--- config.mk ---
export PLATFORM = sky130hd
export DESIGN_NAME = muldiv_sequencer
export DESIGN_NICKNAME = d
export VERILOG_FILES = /design/src/rtl/rv32i_types.sv /design/src/rtl/muldiv_iter.sv /design/src/rtl/muldiv_sequencer.sv
export SDC_FILE = /design/constraint.sdc
export NUM_CORES = 1
export LEC_CHECK = 0
export CAP_MARGIN = 20
export CORE_ASPECT_RATIO = 0.75
export CORE_MARGIN = 2
export CORE_UTILIZATION = 45
export CTS_BUF_LIST = sky130_fd_sc_hd__clkbuf_4 sky130_fd_sc_hd__clkbuf_8 sky130_fd_sc_hd__clkbuf_16
export DETAILED_ROUTE_END_ITERATION = 10
export GPL_ROUTABILITY_DRIVEN = 0
export GPL_TIMING_DRIVEN = 0
export SLEW_MARGIN = 20
export SYNTH_ARGS = -nofsm -noshare
export SYNTH_HDL_FRONTEND = slang
export SYNTH_SLANG_ARGS = --single-unit
--- constraint.sdc ---
create_clock -name clk -period 10 [get_ports clk]
set_input_delay 2 -clock clk [delete_from_list [all_inputs] [get_ports clk]]
set_output_delay 2 -clock clk [all_outputs]
set_load 0.02 [all_outputs]
--- src/rtl/rv32i_types.sv ---
// Shared RV32 types: M-extension funct3 encodings and the
// state/iteration constants of the multi-cycle mul/div sequencer.
package rv32i_types;

    typedef enum logic [2:0] {
        F3_MUL    = 3'd0,
        F3_MULH   = 3'd1,
        F3_MULHSU = 3'd2,
        F3_MULHU  = 3'd3,
        F3_DIV    = 3'd4,
        F3_DIVU   = 3'd5,
        F3_REM    = 3'd6,
        F3_REMU   = 3'd7
    } muldiv_funct3_t;

    typedef enum logic [1:0] {
        IDLE = 2'd0,
        BUSY = 2'd1,
        DONE = 2'd2
    } muldiv_seq_state_t;

    localparam int MULDIV_WIDTH = 32;
    localparam int MULDIV_ITERS = MULDIV_WIDTH;

endpackage

--- src/rtl/muldiv_iter.sv ---
// Unsigned radix-2 datapath: shift-add multiply and restoring divide
// sharing one 2*WIDTH accumulator ({remainder, quotient} when dividing).
module muldiv_iter #(
    parameter int WIDTH = 32
) (
    input  logic               clk,
    input  logic               rst,
    input  logic               init,
    input  logic               step,
    input  logic               is_div,
    input  logic [WIDTH-1:0]   a,
    input  logic [WIDTH-1:0]   b,
    output logic [2*WIDTH-1:0] prod,
    output logic [WIDTH-1:0]   quot,
    output logic [WIDTH-1:0]   rem
);

    logic [2*WIDTH-1:0] acc;
    logic [2*WIDTH-1:0] acc_nxt;
    logic [WIDTH-1:0]   m;
    logic               div_q;
    logic [WIDTH:0]     sum;
    logic [WIDTH:0]     diff;

    // Outputs show the value after the current step so the final
    // iteration can be registered straight into the response.
    always_comb begin
        sum     = {1'b0, acc[2*WIDTH-1:WIDTH]} + (acc[0] ? {1'b0, m} : '0);
        diff    = acc[2*WIDTH-1:WIDTH-1] - {1'b0, m};
        acc_nxt = acc;
        if (step) begin
            if (div_q) begin
                if (!diff[WIDTH]) begin
                    acc_nxt = {diff[WIDTH-1:0], acc[WIDTH-2:0], 1'b1};
                end else begin
                    acc_nxt = {acc[2*WIDTH-2:0], 1'b0};
                end
            end else begin
                acc_nxt = {sum, acc[WIDTH-1:1]};
            end
        end
    end

    always_ff @(posedge clk) begin
        if (rst) begin
            acc   <= '0;
            m     <= '0;
            div_q <= 1'b0;
        end else if (init) begin
            acc   <= {{WIDTH{1'b0}}, (is_div ? a : b)};
            m     <= is_div ? b : a;
            div_q <= is_div;
        end else begin
            acc   <= acc_nxt;
        end
    end

    assign prod = acc_nxt;
    assign quot = acc_nxt[WIDTH-1:0];
    assign rem  = acc_nxt[2*WIDTH-1:WIDTH];

endmodule

--- src/rtl/muldiv_sequencer.sv ---
// RV32M multi-cycle sequencer: FSM, iteration counter, operand sign
// handling and special cases around the unsigned muldiv_iter datapath.
module muldiv_sequencer
    import rv32i_types::*;
#(
    parameter int WIDTH = MULDIV_WIDTH
) (
    input  logic             clk,
    input  logic             rst,
    input  logic             flush,
    input  logic             req_valid,
    output logic             req_ready,
    input  logic [2:0]       funct3,
    input  logic [WIDTH-1:0] rs1,
    input  logic [WIDTH-1:0] rs2,
    output logic             resp_valid,
    output logic [WIDTH-1:0] resp_data,
    input  logic             resp_ack,
    output logic             stall
);

    localparam int CW = $clog2(WIDTH);
    localparam logic [CW-1:0] LAST = CW'(WIDTH - 1);

    muldiv_seq_state_t state;
    muldiv_funct3_t    op_q;
    muldiv_funct3_t    op_in;
    logic [CW-1:0]     cnt;
    logic              neg_q;

    logic              sgn1, sgn2, s1, s2;
    logic              is_div_in, is_rem_in;
    logic              by_zero, ovf, special, neg_in;
    logic [WIDTH-1:0]  abs1, abs2, spec_val;
    logic              init, step;

    logic [2*WIDTH-1:0] prod, prod_fix;
    logic [WIDTH-1:0]   quot, rem, quot_fix, rem_fix;
    logic [WIDTH-1:0]   result;

    always_comb begin
        op_in     = muldiv_funct3_t'(funct3);
        sgn1      = (op_in == F3_MULH) || (op_in == F3_MULHSU) ||
                    (op_in == F3_DIV)  || (op_in == F3_REM);
        sgn2      = (op_in == F3_MULH) || (op_in == F3_DIV) ||
                    (op_in == F3_REM);
        s1        = sgn1 && rs1[WIDTH-1];
        s2        = sgn2 && rs2[WIDTH-1];
        abs1      = s1 ? -rs1 : rs1;
        abs2      = s2 ? -rs2 : rs2;
        is_div_in = funct3[2];
        is_rem_in = funct3[2] && funct3[1];
        neg_in    = is_rem_in ? s1 : (s1 ^ s2);
        by_zero   = is_div_in && (rs2 == '0);
        ovf       = ((op_in == F3_DIV) || (op_in == F3_REM)) &&
                    (rs1 == {1'b1, {(WIDTH-1){1'b0}}}) &&
                    (rs2 == '1);
        special   = by_zero || ovf;
        spec_val  = '0;
        if (by_zero) begin
            spec_val = is_rem_in ? rs1 : '1;
        end else if (!is_rem_in) begin
            spec_val = rs1;
        end
    end

    assign init = !rst && !flush && (state == IDLE) && req_valid && !special;
    assign step = !rst && !flush && (state == BUSY);

    muldiv_iter #(.WIDTH(WIDTH)) u_iter (
        .clk    (clk),
        .rst    (rst),
        .init   (init),
        .step   (step),
        .is_div (is_div_in),
        .a      (abs1),
        .b      (abs2),
        .prod   (prod),
        .quot   (quot),
        .rem    (rem)
    );

    // Negation happens on the full product so mulh* high halves are exact.
    always_comb begin
        prod_fix = neg_q ? -prod : prod;
        quot_fix = neg_q ? -quot : quot;
        rem_fix  = neg_q ? -rem : rem;
        result   = '0;
        unique case (op_q)
            F3_MUL:                       result = prod_fix[WIDTH-1:0];
            F3_MULH, F3_MULHSU, F3_MULHU: result = prod_fix[2*WIDTH-1:WIDTH];
            F3_DIV, F3_DIVU:              result = quot_fix;
            default:                      result = rem_fix;
        endcase
    end

    always_ff @(posedge clk) begin
        if (rst) begin
            state      <= IDLE;
            cnt        <= '0;
            req_ready  <= 1'b1;
            resp_valid <= 1'b0;
            resp_data  <= '0;
            op_q       <= F3_MUL;
            neg_q      <= 1'b0;
        end else if (flush) begin
            state      <= IDLE;
            cnt        <= '0;
            req_ready  <= 1'b1;
            resp_valid <= 1'b0;
        end else begin
            unique case (state)
                IDLE: begin
                    if (req_valid) begin
                        op_q      <= op_in;
                        neg_q     <= neg_in;
                        req_ready <= 1'b0;
                        cnt       <= '0;
                        if (special) begin
                            state      <= DONE;
                            resp_valid <= 1'b1;
                            resp_data  <= spec_val;
                        end else begin
                            state <= BUSY;
                        end
                    end
                end
                BUSY: begin
                    if (cnt == LAST) begin
                        state      <= DONE;
                        cnt        <= '0;
                        resp_valid <= 1'b1;
                        resp_data  <= result;
                    end else begin
                        cnt <= cnt + 1'b1;
                    end
                end
                DONE: begin
                    if (resp_ack) begin
                        state      <= IDLE;
                        req_ready  <= 1'b1;
                        resp_valid <= 1'b0;
                    end
                end
                default: begin
                    state     <= IDLE;
                    req_ready <= 1'b1;
                end
            endcase
        end
    end

    assign stall = req_valid && !(resp_valid && resp_ack);

endmodule

# After elaboration in Yosys (flattened, before gate mapping)
# Index checks and enable logic that the tools add are counted.
# totals
elab_cells,116
out_inout_bits,35
ff_bits,142
in_bits,72
# classes
add_sub_neg,8
n_reduce_logical,39
mux,37
bitwise,3
n_eq_ne,18
# op_table
cell,n
$mux 32,14
$mux 64,4
$neg 32->32,4
$pmux 32 s3,1
$eq 32x32->1 const B,2
$neg 64->64,1
$pmux 32 s2,1
$add 32x33->33,1
$sub 33x32->33,1
$logic_not 32->1,1
$logic_and 1x1->1,13
$eq 3x3->1 const B,4
$mux 5,2
$pmux 5 s2,1
$reduce_and 5->1,2
$eq 3x2->1 const B,3
$reduce_and 3->1,3
$mux 2,4
$logic_or 1x1->1,7
$mux 1,7
$eq 3x1->1 const B,2
$ne 2x2->1 const B,3
$pmux 1 s3,2
$pmux 2 s3,1
15 further kinds,21

# Logic depth before layout (Yosys ltp)
# depth
ltp_word,9
mapped_depth,27
mapped_depth_nobuf,23

# Hierarchy
# Synthesis repeated with hierarchy kept, for this count alone.
# hier_totals
cells_unflattened,2489
hier_area_um2,17848.4
# by_module_without_submodules
module,n_inst,seq_area_each_um2,cells_each,area_per_inst_um2
muldiv_iter,1,1941.9,1328,9967.1
muldiv_sequencer,1,900.9,1161,7881.3

# Least setup slack after synthesis
# No wires, ideal clock.
# synth_path
kind,input port to flip-flop
startpoint,input rst
endpoint,register resp_data[6]
required_time_ps,9868
setup_slack_ps,3811
setup_ps,132
arrival_ps,6057
stages,24
n_path_buf,8
path_cell_list,buf_2 > or4b_1 > buf_2 > buf_6 > buf_6 > buf_6 > buf_6 > a21o_1 > o21ai_0 > nand2_1 > inv_1 > ha_1 > o21ai_0 > a221oi_2 > nand3_1 > or2_0 > clkbuf_1 > or2_2 > clkbuf_1 > o31ai_1 > xnor2_1 > a221o_1 > a21oi_1 > nor3_1
# synth_between
elab_chain_len,9
word_cells_on_any_way,13
cone_classes,3 x add/sub; 7 x mux; 3 x reduce/logical
# synth_lines
element,line_no,text
"start, declared",muldiv_sequencer.sv:9,"input logic rst,"
$logic_not 1->1,muldiv_sequencer.sv:68,assign step = !rst && !flush && (state == BUSY);
$logic_and 1x1->1 (2 in series),muldiv_sequencer.sv:68,
$mux 64,muldiv_iter.sv:31,if (step) begin
$neg 64->64 (tied with other cells),muldiv_sequencer.sv:85,prod_fix = neg_q ? -prod : prod;
$mux 64 (tied with other cells),muldiv_sequencer.sv:85,
$pmux 32 s3,muldiv_sequencer.sv:89,unique case (op_q)
$mux 32,muldiv_sequencer.sv:129,if (cnt == LAST) begin
$pmux 32 s2,muldiv_sequencer.sv:112,unique case (state)
"end signal, assigned",muldiv_sequencer.sv:122,resp_data <= spec_val;
"end signal, assigned",muldiv_sequencer.sv:133,resp_data <= result;
"end, declared",muldiv_sequencer.sv:17,"output logic [WIDTH-1:0] resp_data,"
# Several ways; a longest one is shown, not always the timed one. The select of a mux whose other input is x is not followed.
# A chain may end at the register's enable or synchronous reset.

# Worst setup path after layout
# layout_path
startpoint,input flush
endpoint,register resp_data[4]
# layout_between
elab_chain_len,9
word_cells_on_any_way,15
cone_classes,3 x add/sub; 7 x mux; 1 x bitwise; 4 x reduce/logical
# layout_lines
element,line_no,text
"start, declared",muldiv_sequencer.sv:10,"input logic flush,"
$logic_not 1->1,muldiv_sequencer.sv:68,
$logic_and 1x1->1 (2 in series),muldiv_sequencer.sv:68,
$mux 64,muldiv_iter.sv:31,
$neg 64->64 (tied with other cells),muldiv_sequencer.sv:85,
$mux 64 (tied with other cells),muldiv_sequencer.sv:85,
$pmux 32 s3,muldiv_sequencer.sv:89,
$mux 32,muldiv_sequencer.sv:129,
$pmux 32 s2,muldiv_sequencer.sv:112,
# Several ways; a longest one is shown, not always the timed one. The select of a mux whose other input is x is not followed.

==> flow_summary.html <==
<table>
<tr><th>Metric</th><th>Value</th></tr>
<tr><th colspan="2">Run status</th></tr>
<tr><td>Status</td><td>finished, final reports clean</td></tr>
<tr><th colspan="2">GRT</th></tr>
<tr><td>GRT Resource Usage Total</td><td>approximately two fifths</td></tr>
<tr><td>Largest net degree at the start of global routing</td><td>17</td></tr>
<tr><td>Number of global-route vias before repair</td><td>~18,000</td></tr>
<tr><td>Number of antenna violations at the first check in global routing</td><td>8</td></tr>
<tr><td>Total grt overflow</td><td>0</td></tr>
<tr><td>Global-route wire length before repair</td><td>112 mm</td></tr>
<tr><th colspan="2">STA</th></tr>
<tr><td>F_max</td><td>113 MHz</td></tr>
<tr><td>Slew at the pin with the worst max-slew slack</td><td>around 1200 ps</td></tr>
<tr><td>Final-report hold violation count</td><td>0</td></tr>
<tr><td>RSZ-0062 raised after global routing</td><td>no</td></tr>
<tr><td>Slew margin rel.</td><td>17.0%</td></tr>
<tr><td>Final TNS setup</td><td>0 ps</td></tr>
<tr><td>Count of pins over their slew limit</td><td>0</td></tr>
<tr><td>Crit share post-route</td><td>~88%</td></tr>
<tr><td>Minimum clock period after layout</td><td>roughly 9000 ps</td></tr>
<tr><td>Number of failing setup endpoints in the final timing report</td><td>0</td></tr>
<tr><td>Final setup skew</td><td>roughly 12 ps</td></tr>
<tr><td>Hold_ws</td><td>around 480 ps</td></tr>
<tr><th colspan="2">Die</th></tr>
<tr><td>Starting density of the core</td><td>a little under half</td></tr>
<tr><td>Vertical die dimension</td><td>about 170 um</td></tr>
<tr><td>Core outline area</td><td>0.0348 mm2</td></tr>
<tr><td>Die Wd</td><td>roughly 220 um</td></tr>
<tr><td>Boundary Pins</td><td>107</td></tr>
<tr><td>Number of cell rows</td><td>between 50 and 60</td></tr>
<tr><td>Die Area</td><td>0.0369 mm2</td></tr>
<tr><th colspan="2">Critical path</th></tr>
<tr><td>Category of the critical setup timing path</td><td>input port to flip-flop</td></tr>
<tr><td>Most used cell along the critical path</td><td>sky130_fd_sc_hd__buf_6</td></tr>
<tr><td>Worst EP required</td><td>approximately 10,000 ps</td></tr>
<tr><td>Slowest stage cell, crit path</td><td>sky130_fd_sc_hd__or4b_1</td></tr>
<tr><td>Critical path fanouts, max</td><td>10</td></tr>
<tr><td>Slowest Stage Delay on Critical Path</td><td>around 730 ps</td></tr>
<tr><td>Arrival time at the worst endpoint</td><td>around 9200 ps</td></tr>
<tr><td>Nature of the critical path endpoint</td><td>flip-flop</td></tr>
<tr><td>Worst setup SP type</td><td>input port</td></tr>
<tr><th colspan="2">Clock network</th></tr>
<tr><td>Sinks on Clock Net</td><td>142</td></tr>
<tr><td>Cell chosen for the clock root</td><td>sky130_fd_sc_hd__clkbuf_16</td></tr>
<tr><td>TritonCTS buffer count</td><td>17</td></tr>
<tr><td>Post-CTS sizing</td><td>0</td></tr>
<tr><td>Number of buffers added for setup after CTS</td><td>0</td></tr>
<tr><td>TritonCTS clock tree</td><td>done</td></tr>
<tr><td>Later-pin clock latency in the skew report</td><td>roughly 470 ps</td></tr>
<tr><td>Count of hold-fix buffers inserted at cts</td><td>0</td></tr>
<tr><td>Level count of the clock H-tree</td><td>4</td></tr>
<tr><td>Maximum clock path buffer count</td><td>2</td></tr>
<tr><td>Clock Pin Slew Worst Setup and Hold Paths</td><td>around 80 ps</td></tr>
<tr><th colspan="2">Power</th></tr>
<tr><td>Switching power share of the total</td><td>roughly two fifths</td></tr>
<tr><td>Power density cells</td><td>around 110 mW/mm2</td></tr>
<tr><td>Clock power frac</td><td>around a third</td></tr>
<tr><td>Worst IR Drop VDD</td><td>about 130 uV</td></tr>
<tr><td>Logic gate share of total power</td><td>~36%</td></tr>
<tr><td>Sequential share of power</td><td>roughly 30%</td></tr>
<tr><td>Psw</td><td>between 800 and 900 uW</td></tr>
<tr><td>Power Internal</td><td>roughly 1200 uW</td></tr>
<tr><td>Leak pwr</td><td>~0.0070 uW</td></tr>
<tr><th colspan="2">Synthesis</th></tr>
<tr><td>Ranking of synthesized cells by area</td><td>sky130_fd_sc_hd__dfxtp_1, sky130_fd_sc_hd__a21oi_1, sky130_fd_sc_hd__o21ai_0</td></tr>
<tr><td>Share of synthesized cell area in and, or, nand and nor gates</td><td>a little over a quarter</td></tr>
<tr><td>Number of synthesized flops with an enable pin</td><td>0</td></tr>
<tr><td>Dominant cell type by area after synthesis</td><td>sky130_fd_sc_hd__dfxtp_1</td></tr>
<tr><td>Gate count after technology mapping</td><td>roughly 2,300</td></tr>
<tr><td>Compound-gate portion of the synthesized area</td><td>31.6%</td></tr>
<tr><td>Number of library cell types mapped by synthesis</td><td>96</td></tr>
<tr><td>Register bit count reported by yosys</td><td>142</td></tr>
<tr><td>Proportion of synthesized area in mux cells</td><td>3.82%</td></tr>
<tr><td>Synth Area in XOR/XNOR</td><td>8.70%</td></tr>
<tr><td>Mapped cell area</td><td>about 0.016 mm2</td></tr>
<tr><td>Prevailing post-synth register cell</td><td>sky130_fd_sc_hd__dfxtp_1</td></tr>
<tr><td>Warning count from the yosys run</td><td>0</td></tr>
<tr><td>Post-synthesis area per instance</td><td>slightly below 7 um2</td></tr>
<tr><td>Ys async rst share</td><td>0%</td></tr>
<tr><td>Fraction of the yosys area taken by sequential cells</td><td>between 10% and 20%</td></tr>
<tr><td>Main combinational cell family by area after synthesis</td><td>compound AO/OA/AOI/OAI gates</td></tr>
<tr><td>Share of synthesized cell area in full adder, half adder and majority cells</td><td>under 10%</td></tr>
<tr><td>Share of Yosys cell area claimed by the top area cell type</td><td>between 10% and 20%</td></tr>
<tr><td>Post-synth net total</td><td>roughly 2,400</td></tr>
<tr><th colspan="2">Finish</th></tr>
<tr><td>Fraction of final layout cells sized beyond drive strength 1</td><td>between 5 and 6%</td></tr>
<tr><td>Net total in the final layout</td><td>between 2,000 and 3,000</td></tr>
<tr><td>Synth-to-Final Area Change</td><td>14.7%</td></tr>
<tr><th colspan="2">Route</th></tr>
<tr><td>Routed wire per std cell</td><td>~27 um</td></tr>
<tr><td>Total wire length after detailed routing</td><td>between 70 and 80 mm</td></tr>
<tr><td>Via density per instance</td><td>just under 7</td></tr>
<tr><td>Number of DRC violations after detailed routing</td><td>0</td></tr>
<tr><td>Number of DRC markers in iteration 0</td><td>between 3,000 and 4,000</td></tr>
<tr><td>Remaining antenna violation count after routing</td><td>0</td></tr>
<tr><td>First drt pass iteration count</td><td>9</td></tr>
<tr><td>Number of vias in the routed layout</td><td>roughly 20,000</td></tr>
<tr><th colspan="2">Flow run</th></tr>
<tr><td>Count of maximum capacitance violations</td><td>0</td></tr>
<tr><th colspan="2">Worst hold path</th></tr>
<tr><td>Class of the tightest hold or removal check</td><td>flip-flop to flip-flop</td></tr>
<tr><th colspan="2">Placement</th></tr>
<tr><td>Placed wire-length estimate</td><td>62.4 mm</td></tr>
<tr><td>Number of buffers added on ports</td><td>104</td></tr>
</table>
[stage by stage]
step           cell area, um2  setup WS (ps)  total power, uW  utilization [%]  cells
2_1_floorplan           15900           3810             1060                -   2295
3_3_place_gp            17500            666             1310             50.4   2856
3_5_place_dp            17600           1250             1310             50.6   2858
4_1_cts                 18200           1710             2020             52.4   2890
5_1_grt                 18200           1150             2120             52.5   2892
6_report                18200           1170             2070             52.5   2893
[metal layers]
metal	routed length, um	global-route usage [%]	vias up
met3	12600	17.5	189
met5	64	0.645	-
li1	-	-	8687
met1	32800	57.3	9380
met2	28900	52.2	1429
met4	2640	13.6	6
[synthesized netlist by cell type (all sizes together), types with 51 or more instances]
cell type,n
a21oi,228
nor3,79
xnor2,90
inv,73
o21ai,190
nand3,55
nand2,245
nor2,227
dfxtp,142
ha,71
o211ai,56
and2,51
mux2i,55
clkbuf,123
xor2,68
[cell type report]
cell class	count	area, um2
fill	3497	16500
multi-input combinational	1920	12200
sequential	142	2840
timing repair buffer	106	1060
buffer	159	666
tap	457	572
clock buffer	17	425
inverter	74	278
clock inverter	15	199
antenna	3	7.51
[flip-flops by register name (all words and copies together) (netlist names)]
name / cells
resp_data: 32
u_iter.div_q: 1
neg_q: 1
req_ready: 1
op_q: 3
u_iter.m: 32
resp_valid: 1
u_iter.acc: 64
state: 2
cnt: 5
[power groups by stage]
stage / registers, uW / logic, uW / clock network (uW)
floorplan: 617 / 440 / 0
finish: 613 / 742 / 711
detailed placement: 624 / 691 / 0
CTS: 611 / 695 / 710
global placement: 624 / 684 / 0
global route: 614 / 775 / 732
[logic make-up after synthesis]
family / Yosys count
XOR/XNOR: 158
flip-flops: 142
multiplexers: 60
adder cells (fa/ha/maj): 73
AO/OA/AOI/OAI: 773
buffers and inverters: 233
AND/OR/NAND/NOR: 856
[worst max-delay path, delay by kind of cell]
kind	cells	cell delay, ps
mux	1	80
simple gates	9	3010
fa+ha+maj	1	300
buf+inv	10	2680
compound gates	5	1100
[cells in the final DEF (no fill, tap or decap), drive strengths merged, types with 28 or more instances in the layout]
cell type,n
clkbuf,140
nor3,79
clkdlybuf4s50,104
or3,28
xnor2,90
dfxtp,142
mux2i,55
nand2b,29
a21oi,228
buf,38
nor4,30
ha,71
nand3,55
nor2,227
o21ai,190
xor2,68
inv,81
and2,51
o211ai,56
nand2,245
nand4,30
o31ai,48
[worst paths after layout]
kind	startpoint	end	slack (ps)	depth (start not counted)
worst min register to register	cnt[3]$_SDFFE_PP0P_	cnt[3]$_SDFFE_PP0P_	480	1
worst max-delay path	flush	resp_data[4]$_SDFFE_PP0P_	1170	26
worst max register to register	u_iter.m[27]$_SDFFE_PP0P_	resp_data[4]$_SDFFE_PP0P_	2050	25
worst min-delay path	cnt[3]$_SDFFE_PP0P_	cnt[3]$_SDFFE_PP0P_	480	1
Power figures use the tool's default switching activity.
